## src/rtl/booth_seq_acc16.sv

```systemverilog
// booth_seq_acc16
// Sequential radix-4 Booth controller and accumulator for signed 16x16 -> 32
// multiplication. One Booth triplet is presented to an external combinational
// partial-product encoder per cycle. The signed partial product that comes
// back is shifted into place and summed into a 32-bit accumulator. The
// finished product is held on a valid/ready output until it is taken.

module booth_seq_acc16 (
  input  logic        clk,
  input  logic        rst_n,
  input  logic        in_valid,
  output logic        in_ready,
  input  logic [15:0] in_x,
  input  logic [15:0] in_y,
  output logic [15:0] booth_x,
  output logic [2:0]  booth_sel,
  input  logic [17:0] booth_pp,
  output logic        busy,
  output logic        out_valid,
  input  logic        out_ready,
  output logic [31:0] out_prod
);

  typedef enum logic [1:0] {
    IDLE = 2'd0,
    RUN  = 2'd1,
    DONE = 2'd2
  } state_t;

  state_t      state;
  state_t      state_nxt;

  logic [15:0] x_reg;
  logic [15:0] y_reg;
  logic [31:0] acc;
  logic [2:0]  cnt;

  logic        accept;
  logic        deliver;
  logic        last_step;

  // Multiplier with the implicit y[-1]=0 appended below bit 0, so that
  // triplet i is simply bits [2i+2:2i] of this vector.
  logic [16:0] y_ext;
  logic [4:0]  sel_base;

  // Partial product sign-extended to 32 bits and its weight-aligned copy.
  logic [31:0] pp_ext;
  logic [31:0] pp_aligned;

  // Handshake and sequencing qualifiers.
  always_comb begin
    accept    = (state == IDLE) && in_valid;
    deliver   = (state == DONE) && out_ready;
    last_step = (state == RUN) && (cnt == 3'd7);
  end

  // State register; reset aborts any operation in flight.
  always_ff @(posedge clk or negedge rst_n) begin
    if (!rst_n) begin
      state <= IDLE;
    end else begin
      state <= state_nxt;
    end
  end

  // Next-state decode and handshake outputs.
  always_comb begin
    state_nxt = state;
    in_ready  = 1'b0;
    busy      = 1'b0;
    out_valid = 1'b0;
    case (state)
      IDLE: begin
        in_ready = 1'b1;
        if (accept) begin
          state_nxt = RUN;
        end
      end
      RUN: begin
        busy = 1'b1;
        if (last_step) begin
          state_nxt = DONE;
        end
      end
      DONE: begin
        out_valid = 1'b1;
        if (deliver) begin
          state_nxt = IDLE;
        end
      end
      default: begin
        state_nxt = IDLE;
      end
    endcase
  end

  // Operand registers: captured only on the accept edge, held otherwise so
  // that operands presented while running are ignored.
  always_ff @(posedge clk or negedge rst_n) begin
    if (!rst_n) begin
      x_reg <= 16'd0;
      y_reg <= 16'd0;
    end else if (accept) begin
      x_reg <= in_x;
      y_reg <= in_y;
    end
  end

  // Triplet selection, derived purely from registered state.
  always_comb begin
    y_ext     = {y_reg, 1'b0};
    sel_base  = {1'b0, cnt, 1'b0};
    booth_sel = 3'b000;
    if (state == RUN) begin
      booth_sel = y_ext[sel_base +: 3];
    end
  end

  // Sign-extend the encoder result and move it to weight 4^cnt.
  always_comb begin
    pp_ext     = {{14{booth_pp[17]}}, booth_pp};
    pp_aligned = pp_ext << sel_base;
  end

  // Accumulator and triplet counter: cleared on accept, one step per RUN
  // cycle. The count stops at 7 because the FSM leaves RUN on that edge.
  always_ff @(posedge clk or negedge rst_n) begin
    if (!rst_n) begin
      acc <= 32'd0;
      cnt <= 3'd0;
    end else if (accept) begin
      acc <= 32'd0;
      cnt <= 3'd0;
    end else if (state == RUN) begin
      acc <= acc + pp_aligned;
      if (!last_step) begin
        cnt <= cnt + 3'd1;
      end
    end
  end

  // Encoder multiplicand and product come straight from registers.
  always_comb begin
    booth_x  = x_reg;
    out_prod = acc;
  end

endmodule

```

## config.mk

```make
export PLATFORM = sky130hd
export DESIGN_NAME = booth_seq_acc16
export DESIGN_NICKNAME = d
export VERILOG_FILES = /design/src/rtl/booth_seq_acc16.sv
export SDC_FILE = /design/constraint.sdc
export NUM_CORES = 1
export LEC_CHECK = 0
export CORE_MARGIN = 3
export CORE_UTILIZATION = 45
export CTS_BUF_LIST = sky130_fd_sc_hd__clkbuf_4
export DETAILED_ROUTE_END_ITERATION = 10
export PLACE_DENSITY = 0.69
export SYNTH_ARGS = -nofsm -noshare
export SYNTH_HDL_FRONTEND = slang
export SYNTH_SLANG_ARGS = --single-unit
```

## constraint.sdc

```tcl
create_clock -name clk -period 10.4 [get_ports clk]
set_input_delay 1.04 -clock clk [delete_from_list [all_inputs] [get_ports clk]]
set_output_delay 1.04 -clock clk [all_outputs]
set_load 0.01 [all_outputs]
```

==> impl_metrics.toml, run 1 <==
[cts]
cts-htree-levels = 3
clock_sinks = 69
cts_tree = "done"
postCtsHoldBufs = 0
cts_setup_buffers = 0
worstSkewPairLatency_ns = 0.45
root_buffer = "clkbuf_4"
cts_made_buffers = 9
cts_resized = 0
clk_pin_slew_ns = 0.12
cts_max_path_buffers = 2

[synthesis]
ys_ff_latch = 69
syn_nets = 760
synth.distinct_cells = 65
ys.flop_type = "dfrtp_1"
yosysSeqAreaShare = 0.3233
ys_async_sr_fraction = 1.000
avgSynthCellArea_um2 = 7.947
syn_inst = 672
synthesis.area_um2 = 5340
synth-edff-count = 0
yosys_warnings = 0

[placement]
dp_hpwl_mm = 11.72
port_buffers = 107
gp_congestion = 0.9148
placedCellCount = 889

[power_and_ir_drop]
ir_drop_mv = 0.1825
leakage_nw = 2.951
power.density_nw_per_um2 = 422.3

[layout]
drive_gt1_frac = 0.07096
diodes = 0
syn_to_final_growth_pct = 24.30
largest_register_ffs = 32
utilization = 0.5764
fin_cells = 904
nets = 845

[grt]
grtUsageMet2 = 0.3881
met3_usage = 0.06000
grtUsageMet1 = 0.3144
top_usage_layer = "met2"
grt_first_pass_wirelength_mm = 25.34
track_usage = 0.2399
grt_pass1_vias = 5072
grt_max_degree = 73
antenna_found_initial = 0
overflow = 0

[flow_run]
cap_violations = 0

[critical_path]
cp-start-kind = "input pin"
cp.arrival_ns = 4.54
critPathMaxFanout = 10
worstPathRequired_ns = 10.80
crit_type = "in -> reg"
cp-end-kind = "register"

[sta]
tns_ns = 0
worst_slew_pin_slew_ns = 0.9003
max_slew_margin = 0.3998
holdWs_ns = 0.4825
max_freq_ghz = 0.2415
finalSetupViolations = 0
finalCritPeriodShare = 0.3981
period_needed_ns = 4.140
grt_setup_unrepaired = "false"
fin_skew_ns = 0.02059
final_max_slew_viol_count = 0
hold_violations = 0

[routing]
drt_iter0_drc = 397
wl_per_cell_um = 17.21
ant_nets = 0
vias_per_cell = 5.814
routed_wl_mm = 15.55
vias = 5256
firstDrtPassIters = 5
drcViolationCount = 0

[die]
ios = 108
fp.dieH_um = 114.9
die_area_um2 = 13210
placementRows = 39
die_w_um = 114.9
start_util = 0.4637
core_um2 = 11520

[run_status]
status = "finished clean"

[min_path]
hp-class = "reg -> reg"
-- report_power, final --
group / internal [mW] / switching [mW] / leakage [nW] / total (mW)
registers: 0.412 / 0.121 / 0.849 / 0.533
logic: 0.875 / 1.16 / 2.01 / 2.04
clock network: 0.126 / 0.104 / 0.0932 / 0.230
total: 1.41 / 1.39 / 2.95 / 2.80
-- worst max-delay path, stage by stage --
cell,delay [ns]
clkdlybuf4s50_1,0.66
mux2_2,0.22
nor2_1,0.03
a21oi_1,0.18
nor2_1,0.07
a21oi_1,0.33
ha_1,0.39
nand4_1,0.17
nor2_1,0.09
a32o_1,0.25
a31oi_1,0.33
nand4_1,0.16
a2111oi_0,0.45
or3_1,0.17
-- cells in the final DEF, fill, tap and decap left out, drive strengths merged, types with 3 or more instances in the layout --
master	n
a211oi	3
a21boi	4
a21o	8
a21oi	52
a31o	3
a31oi	6
and2	4
and3	10
buf	8
bufinv	3
clkbuf	11
clkdlybuf4s50	106
dfrtp	69
ha	33
inv	16
mux2	12
mux2i	21
mux4	4
nand2	151
nand2b	7
nand3	34
nand4	10
nor2	35
nor3	13
o2111ai	3
o211ai	6
o21a	5
o21ai	64
o22ai	4
o31ai	5
or3	3
xnor2	9
xor2	11
-- stage by stage --
| step | total power [mW] | setup WS, ns | instance area [um^2] |
|---|---|---|---|
| floorplan | 1.977 | 6.821 | 5340 |
| global route | 3.069 | 5.953 | 6638 |
| finish | 2.803 | 6.260 | 6638 |
| detailed placement | 2.551 | 5.861 | 6457 |
| CTS | 2.794 | 6.342 | 6638 |
| global placement | 2.534 | 5.835 | 6457 |
-- synthesized netlist by cell type (4+ instances only) --
| master | instances | area share |
|---|---|---|
| clkbuf_1 | 30 | 0.021 |
| nand2_1 | 151 | 0.11 |
| nand2b_1 | 7 | 0.0082 |
| ha_1 | 33 | 0.077 |
| o21ai_0 | 62 | 0.058 |
| inv_1 | 16 | 0.011 |
| xor2_1 | 11 | 0.018 |
| a21oi_1 | 50 | 0.047 |
| dfrtp_1 | 69 | 0.32 |
| mux2_2 | 12 | 0.025 |
| and3_1 | 9 | 0.011 |
| o211ai_1 | 5 | 0.0070 |
| and2_1 | 4 | 0.0047 |
| o21a_1 | 5 | 0.0070 |
| nand4_1 | 10 | 0.012 |
| mux4_2 | 4 | 0.017 |
| a31oi_1 | 6 | 0.0070 |
| a21o_1 | 7 | 0.0098 |
| nor2_1 | 35 | 0.025 |
| mux2i_1 | 21 | 0.039 |
| nand3_1 | 34 | 0.032 |
| o22ai_1 | 4 | 0.0047 |
| xnor2_1 | 9 | 0.015 |
| o31ai_1 | 5 | 0.0070 |
| nor3_1 | 13 | 0.012 |
-- final timing paths --
kind / slack (ns) / startpoint / to / depth (start not counted)
worst max-delay path: 6.26 / booth_pp[17] / out_prod[30] / 14
worst min-delay path: 0.48 / y_reg[14] / y_reg[14] / 2
worst max register to register: 6.30 / cnt[1] / out_prod[30] / 13
worst min register to register: 0.48 / y_reg[14] / y_reg[14] / 2
max in group asynchronous: 9.02 / rst_n / y_reg[5] / 2
min in group asynchronous: 0.73 / rst_n / out_prod[6] / 2
-- metal layers --
metal  part of all wire  wire, um
met1               0.44      6855
met2               0.46      7150
met3              0.083      1287
met4              0.017       261
met5                  0         0
-- area by class of cell --
cell class                 count  area (um^2)
multi-input combinational    546         3369
fill                        1059         4878
tap                          143        178.9
sequential                    69         1727
timing repair buffer         114         1119
inverter                      17        63.81
clock inverter                 4        97.59
clock buffer                  11        82.58
-- kinds of logic after synthesis --
logic type	Yosys count	share of synthesized area
AND/OR/NAND/NOR	274	0.2256
AO/OA/AOI/OAI	181	0.2090
flip-flops	69	0.3233
buffers and inverters	57	0.04663
multiplexers	37	0.08154
adder cells (fa/ha/maj)	34	0.08107
XOR/XNOR	20	0.03280
Note: power is estimated with default switching activity, not from simulation.
==> run 2: changes to the inputs <==
- PLACE_DENSITY: 0.69 -> 0.72
- clock period: 10.4 -> 3.37 ns (I/O delays scaled with it)
==> impl_metrics.toml, run 2 (same netlist as run 1, synthesis figures left out) <==
[run_status]
status = "finished clean"

[die]
core_um2 = 11520
fp.dieH_um = 114.9
start_util = 0.4637
ios = 108
die_area_um2 = 13210
placementRows = 39
die_w_um = 114.9

[placement]
dp_hpwl_mm = 13.18
gp_congestion = 0.9566
place_ws_ns = -0.09590
placedCellCount = 993
port_buffers = 107

[critical_path]
worstPathRequired_ns = 3.73
cp.arrival_ns = 3.71
cp_slowest_cell = "dfrtp_2"
critPathMaxFanout = 4
cp-start-kind = "register"
cpPeakStageDelay_ns = 0.49
crit_top_cell = "buf_4"
crit_type = "reg -> reg"
cp-end-kind = "register"
path_cells = "clkbuf_16, mux2i_4, mux2_2, o22ai_4, ha_4, a21oi_1, o21ai_0, buf_4, a32o_1, a31oi_1, buf_4, nand4_1, and3_1, or3_1"

[routing]
wl_per_cell_um = 17.13
ant_nets = 0
routed_wl_mm = 17.41
firstDrtPassIters = 5
drcViolationCount = 0
vias_per_cell = 5.656
drt_iter0_drc = 350
vias = 5747

[sta]
period_needed_ns = 3.357
max_freq_ghz = 0.2979
fin_skew_ns = 0.03460
tns_ns = 0
max_slew_margin = 0.4060
grt_setup_unrepaired = "true"
fin_ws_ns = 0.01325
hold_violations = 0
finalSetupViolations = 0
final_max_slew_viol_count = 0
finalCritPeriodShare = 0.9961
worst_slew_pin_slew_ns = 0.8910

[layout]
drive_gt1_frac = 0.2314
multi_input_area_um2 = 3583
final_cell_mix = "148 x nand2_1, 112 x buf_4, 106 x clkdlybuf4s50_1, 67 x dfrtp_1, 54 x o21ai_0"
syn_to_final_growth_pct = 45.45
fin_cells = 1016
layout_commonest_cell = "nand2_1"
nFillCells = 923
diodes = 0
nets = 956
ff_latch_area_um2 = 1729
largest_register_ffs = 32

[cts]
clock_sinks = 69
postCtsHoldBufs = 0
cts_max_path_buffers = 2
worstSkewPairLatency_ns = 0.45
cts_tree = "done"
cts_made_buffers = 9
root_buffer = "clkbuf_4"
cts-htree-levels = 3
clk_pin_slew_ns = 0.15

[grt]
overflow = 0
grt_pass1_vias = 5403
grt_first_pass_wirelength_mm = 27.49
grt_max_degree = 70
track_usage = 0.2613
antenna_found_initial = 0

[power_and_ir_drop]
power.density_nw_per_um2 = 1390
leakage_nw = 3.540
power.total_mw = 10.80
ir_drop_mv = 0.5465

[min_path]
hp-class = "in -> async"

[flow_run]
cap_violations = 0
-- run 2: per-stage QoR --
step | cell area (um^2) | hold slack [ns] | utilization
3_5_place_dp | 7263 | 0.4599 | 0.6307
4_1_cts | 7448 | 0.08712 | 0.6468
3_3_place_gp | 7263 | 0.4546 | 0.6307
5_1_grt | 7767 | 0.1015 | 0.6745
6_report | 7767 | 0.04728 | 0.6745
2_1_floorplan | 5340 | 0.04141 | -
-- run 2: layer usage --
layer | GRT usage | vias up | wire length, um
met3 | 0.05684 | 48 | 1133
met4 | 0.08685 | 0 | 473
met5 | 0 | - | 0
met1 | 0.3517 | 2692 | 7778
met2 | 0.4190 | 215 | 8022
li1 | - | 2792 | -
-- run 2: critical path: cells and delay by family (launching register included) --
| family | cells | cell delay [ns] |
|---|---|---|
| multiplexers | 2 | 0.49 |
| adder cells (fa/ha/maj) | 1 | 0.24 |
| AO/OA/AOI/OAI | 5 | 0.89 |
| AND/OR/NAND/NOR | 3 | 0.67 |
| buffers and inverters | 3 | 0.51 |
| flip-flops | 1 | 0.49 |
-- run 2: final cells by class --
cell class	instances	area share
multi-input cells	546	0.4613
repair buffers	225	0.2605
flip-flops and latches	69	0.2226
well taps	143	0.02303
clock inverters	6	0.01418
clock buffers	10	0.009665
inverters	17	0.008698
-- run 2: path summary, 6_finish.rpt --
check	start	slack (ns)	depth (start not counted)	endpoint
setup / recovery	cnt[1]	0.01	14	out_prod[30]
hold / removal	rst_n	0.05	2	out_prod[14]
setup reg to reg	cnt[1]	0.01	14	out_prod[30]
hold reg to reg	booth_x[6]	0.48	2	booth_x[6]
max in group asynchronous	rst_n	2.62	2	cnt[1]
min in group clk	in_x[14]	0.41	3	booth_x[14]
-- run 2: power by group --
part | switching, mW | total [mW] | internal (mW)
Combinational | 4.22 | 8.43 | 4.21
Clock | 0.341 | 0.725 | 0.384
Sequential | 0.373 | 1.65 | 1.28
Total | 4.93 | 10.8 | 5.87
-- run 2: timing repair --
action	CTS	global route
resized for setup	0	63
setup endpoints to repair	0	11
setup buffers	0	5
==> run 3: changes to the inputs <==
- ABC_AREA: not set -> 1
- CTS_CLUSTER_DIAMETER: not set -> 200
- GPL_TIMING_DRIVEN: not set -> 0
- PLACE_DENSITY: 0.72 -> 0.71
==> impl_metrics.toml, run 3 <==
[critical_path]
cp-end-kind = "register"
cp.arrival_ns = 3.39
crit_start = "cnt[2]"
endpoint = "out_prod[24]"
rr_endpoint = "out_prod[24]"
worstPathRequired_ns = 3.74
critPathMaxFanout = 10
rr_worst_depth = 16
cp-start-kind = "register"
rrSetupSlack_ns = 0.35
crit_top_cell = "nand2_1"
cpPeakStageDelay_ns = 0.40
r2r-start = "cnt[2]"
cp_slowest_cell = "dfrtp_1"
path_cells = "buf_2, clkbuf_1, nor3_2, ha_1, inv_1, fa_1, inv_1, nand2_1, o21ai_2, nand2_1, nand2_1, nand2_1, nand3_1, nand2_1, nand3_1, nand2_1"
crit_type = "reg -> reg"

[cts]
clk_pin_slew_ns = 0.14
cts-htree-levels = 3
cts_tree = "done"
cts_max_path_buffers = 2
worstSkewPairLatency_ns = 0.47
clock_sinks = 69
root_buffer = "clkbuf_4"
cts_made_buffers = 9

[min_path]
hp-class = "in -> async"

[grt]
grt_first_pass_wirelength_mm = 27.77
grt_max_degree = 45
antenna_found_initial = 1
grt_pass1_vias = 5848
overflow = 0
track_usage = 0.2429

[routing]
drcViolationCount = 0
wl_per_cell_um = 14.02
drt_iter0_drc = 327
vias_per_cell = 5.009
vias = 6036
ant_nets = 0
routed_wl_mm = 16.90
firstDrtPassIters = 5

[synthesis]
synthesis.area_um2 = 5856
yosysSeqAreaShare = 0.2949
synth-edff-count = 0
synth.distinct_cells = 35
ys_ff_latch = 69
synth_top_cells_by_count = "333 x nand2_1, 138 x inv_1, 69 x dfrtp_1, 69 x o21ai_0, 62 x nor2_1"
syn_nets = 995
yosysMostFrequentCell = "nand2_1"
ys.flop_type = "dfrtp_1"
ys_async_sr_fraction = 1.000
avgSynthCellArea_um2 = 6.456
yosys_warnings = 0
syn_inst = 907
synth_top_area_frac = 0.2949
synth_area_leaders = "dfrtp_1 29%, nand2_1 21%, inv_1 8.8%"
yosys.area.top_type = "dfrtp_1"

[sta]
fin_skew_ns = 0.01866
period_needed_ns = 3.016
hold_violations = 0
worst_slew_pin_slew_ns = 0.5651
max_freq_ghz = 0.3315
final_max_slew_viol_count = 0
grt_setup_unrepaired = "false"
max_slew_margin = 0.6233
holdWs_ns = 0.3070
finalSetupViolations = 0
finalCritPeriodShare = 0.8951

[layout]
drive_gt1_frac = 0.08527
nFillCells = 1279
nets = 1115
final_cell_mix = "333 x nand2_1, 138 x inv_1, 106 x clkdlybuf4s50_1, 69 x o21ai_0, 69 x dfrtp_1"
syn_to_final_growth_pct = 25.11
largest_register_ffs = 32
layout_commonest_cell = "nand2_1"

[die]
die_area_um2 = 14420
core_um2 = 12670
ios = 108
placementRows = 41
start_util = 0.4621
fp.dieH_um = 120.1
die_w_um = 120.1

[flow_run]
cap_violations = 0

[placement]
dp_hpwl_mm = 13.87
port_buffers = 107
gp_congestion = 0.9363

[run_status]
status = "finished clean"
[run 3: cell count changes after synthesis, sizes merged, moves of 11 or more]
cell    delta
nand2    +193
inv      +123
nor2      +32
clkbuf    -25
mux2      +18
a21oi     -14
mux2i     -14
nand3     +14
buf       +11
[run 3: cells by family after synthesis]
logic type	after synthesis	share of synthesized area
fa+ha+maj	34	0.07393
xor+xnor	1	0.001496
flops	69	0.2949
buf+inv	166	0.1152
mux	37	0.06966
simple gates	473	0.3295
compound gates	127	0.1154
[run 3: repair_timing]
action,in CTS,in global routing
hold buffers,1,0
resized for setup,0,1
endpoints found under the setup margin,0,1
buffers inserted,0,0
endpoints found under the hold margin,25,0
[run 3: cell type report]
type                    count  area [um^2]  area share
multi-input cells         672         3460      0.4722
flip-flops and latches     69         1727      0.2357
repair buffers            109         1106      0.1510
inverters                 140        525.5     0.07173
well taps                 172        215.2     0.02938
plain buffers              26        148.9     0.02032
clock inverters             7        73.82     0.01008
clock buffers               9        67.56    0.009223
diodes                      1        2.502   0.0003416
[run 3: how the worst min path moves through the flow]
| stage | start | endpoint | cells after the start |
|---|---|---|---|
| after CTS | rst_n | out_prod[8] | 2 |
| after floorplan | rst_n | booth_x[0] | 0 |
| after detailed placement | rst_n | out_prod[8] | 1 |
| after global routing | rst_n | out_prod[8] | 2 |
| final | rst_n | out_prod[8] | 2 |
| after global placement | y_reg[2] | y_reg[2] | 1 |
[run 3: per-stage QoR]
step	TNS, ns	worst slack (ns)	instances	util	cell area [um^2]
after floorplan	0	0.9385	907	-	5856
after global placement	-35.27	-0.5196	1186	0.5636	7142
after detailed placement	0	0.2916	1187	0.5656	7167
after CTS	0	0.2829	1204	0.5776	7318
after global routing	0	0.03908	1205	0.5782	7326
final	0	0.3535	1205	0.5782	7326
[run 3: critical path: cells and delay by family, from the launching register on]
kind            cells  cell delay [ns]
simple gates        9             0.94
buf+inv             4             0.68
fa+ha+maj           2             0.65
flops               1             0.40
compound gates      1             0.23
[run 3: routing by layer]
| metal | global-route usage | wire [um] | part of all wire |
|---|---|---|---|
| met4 | 0.08160 | 410 | 0.024 |
| met1 | 0.3156 | 7692 | 0.46 |
| met5 | 0 | 0 | 0 |
| met3 | 0.06126 | 1307 | 0.077 |
| met2 | 0.3945 | 7485 | 0.44 |
Power of run 3 is not shown: default switching activity piles up to over one toggle a cycle in this logic, so the estimate is an artifact.
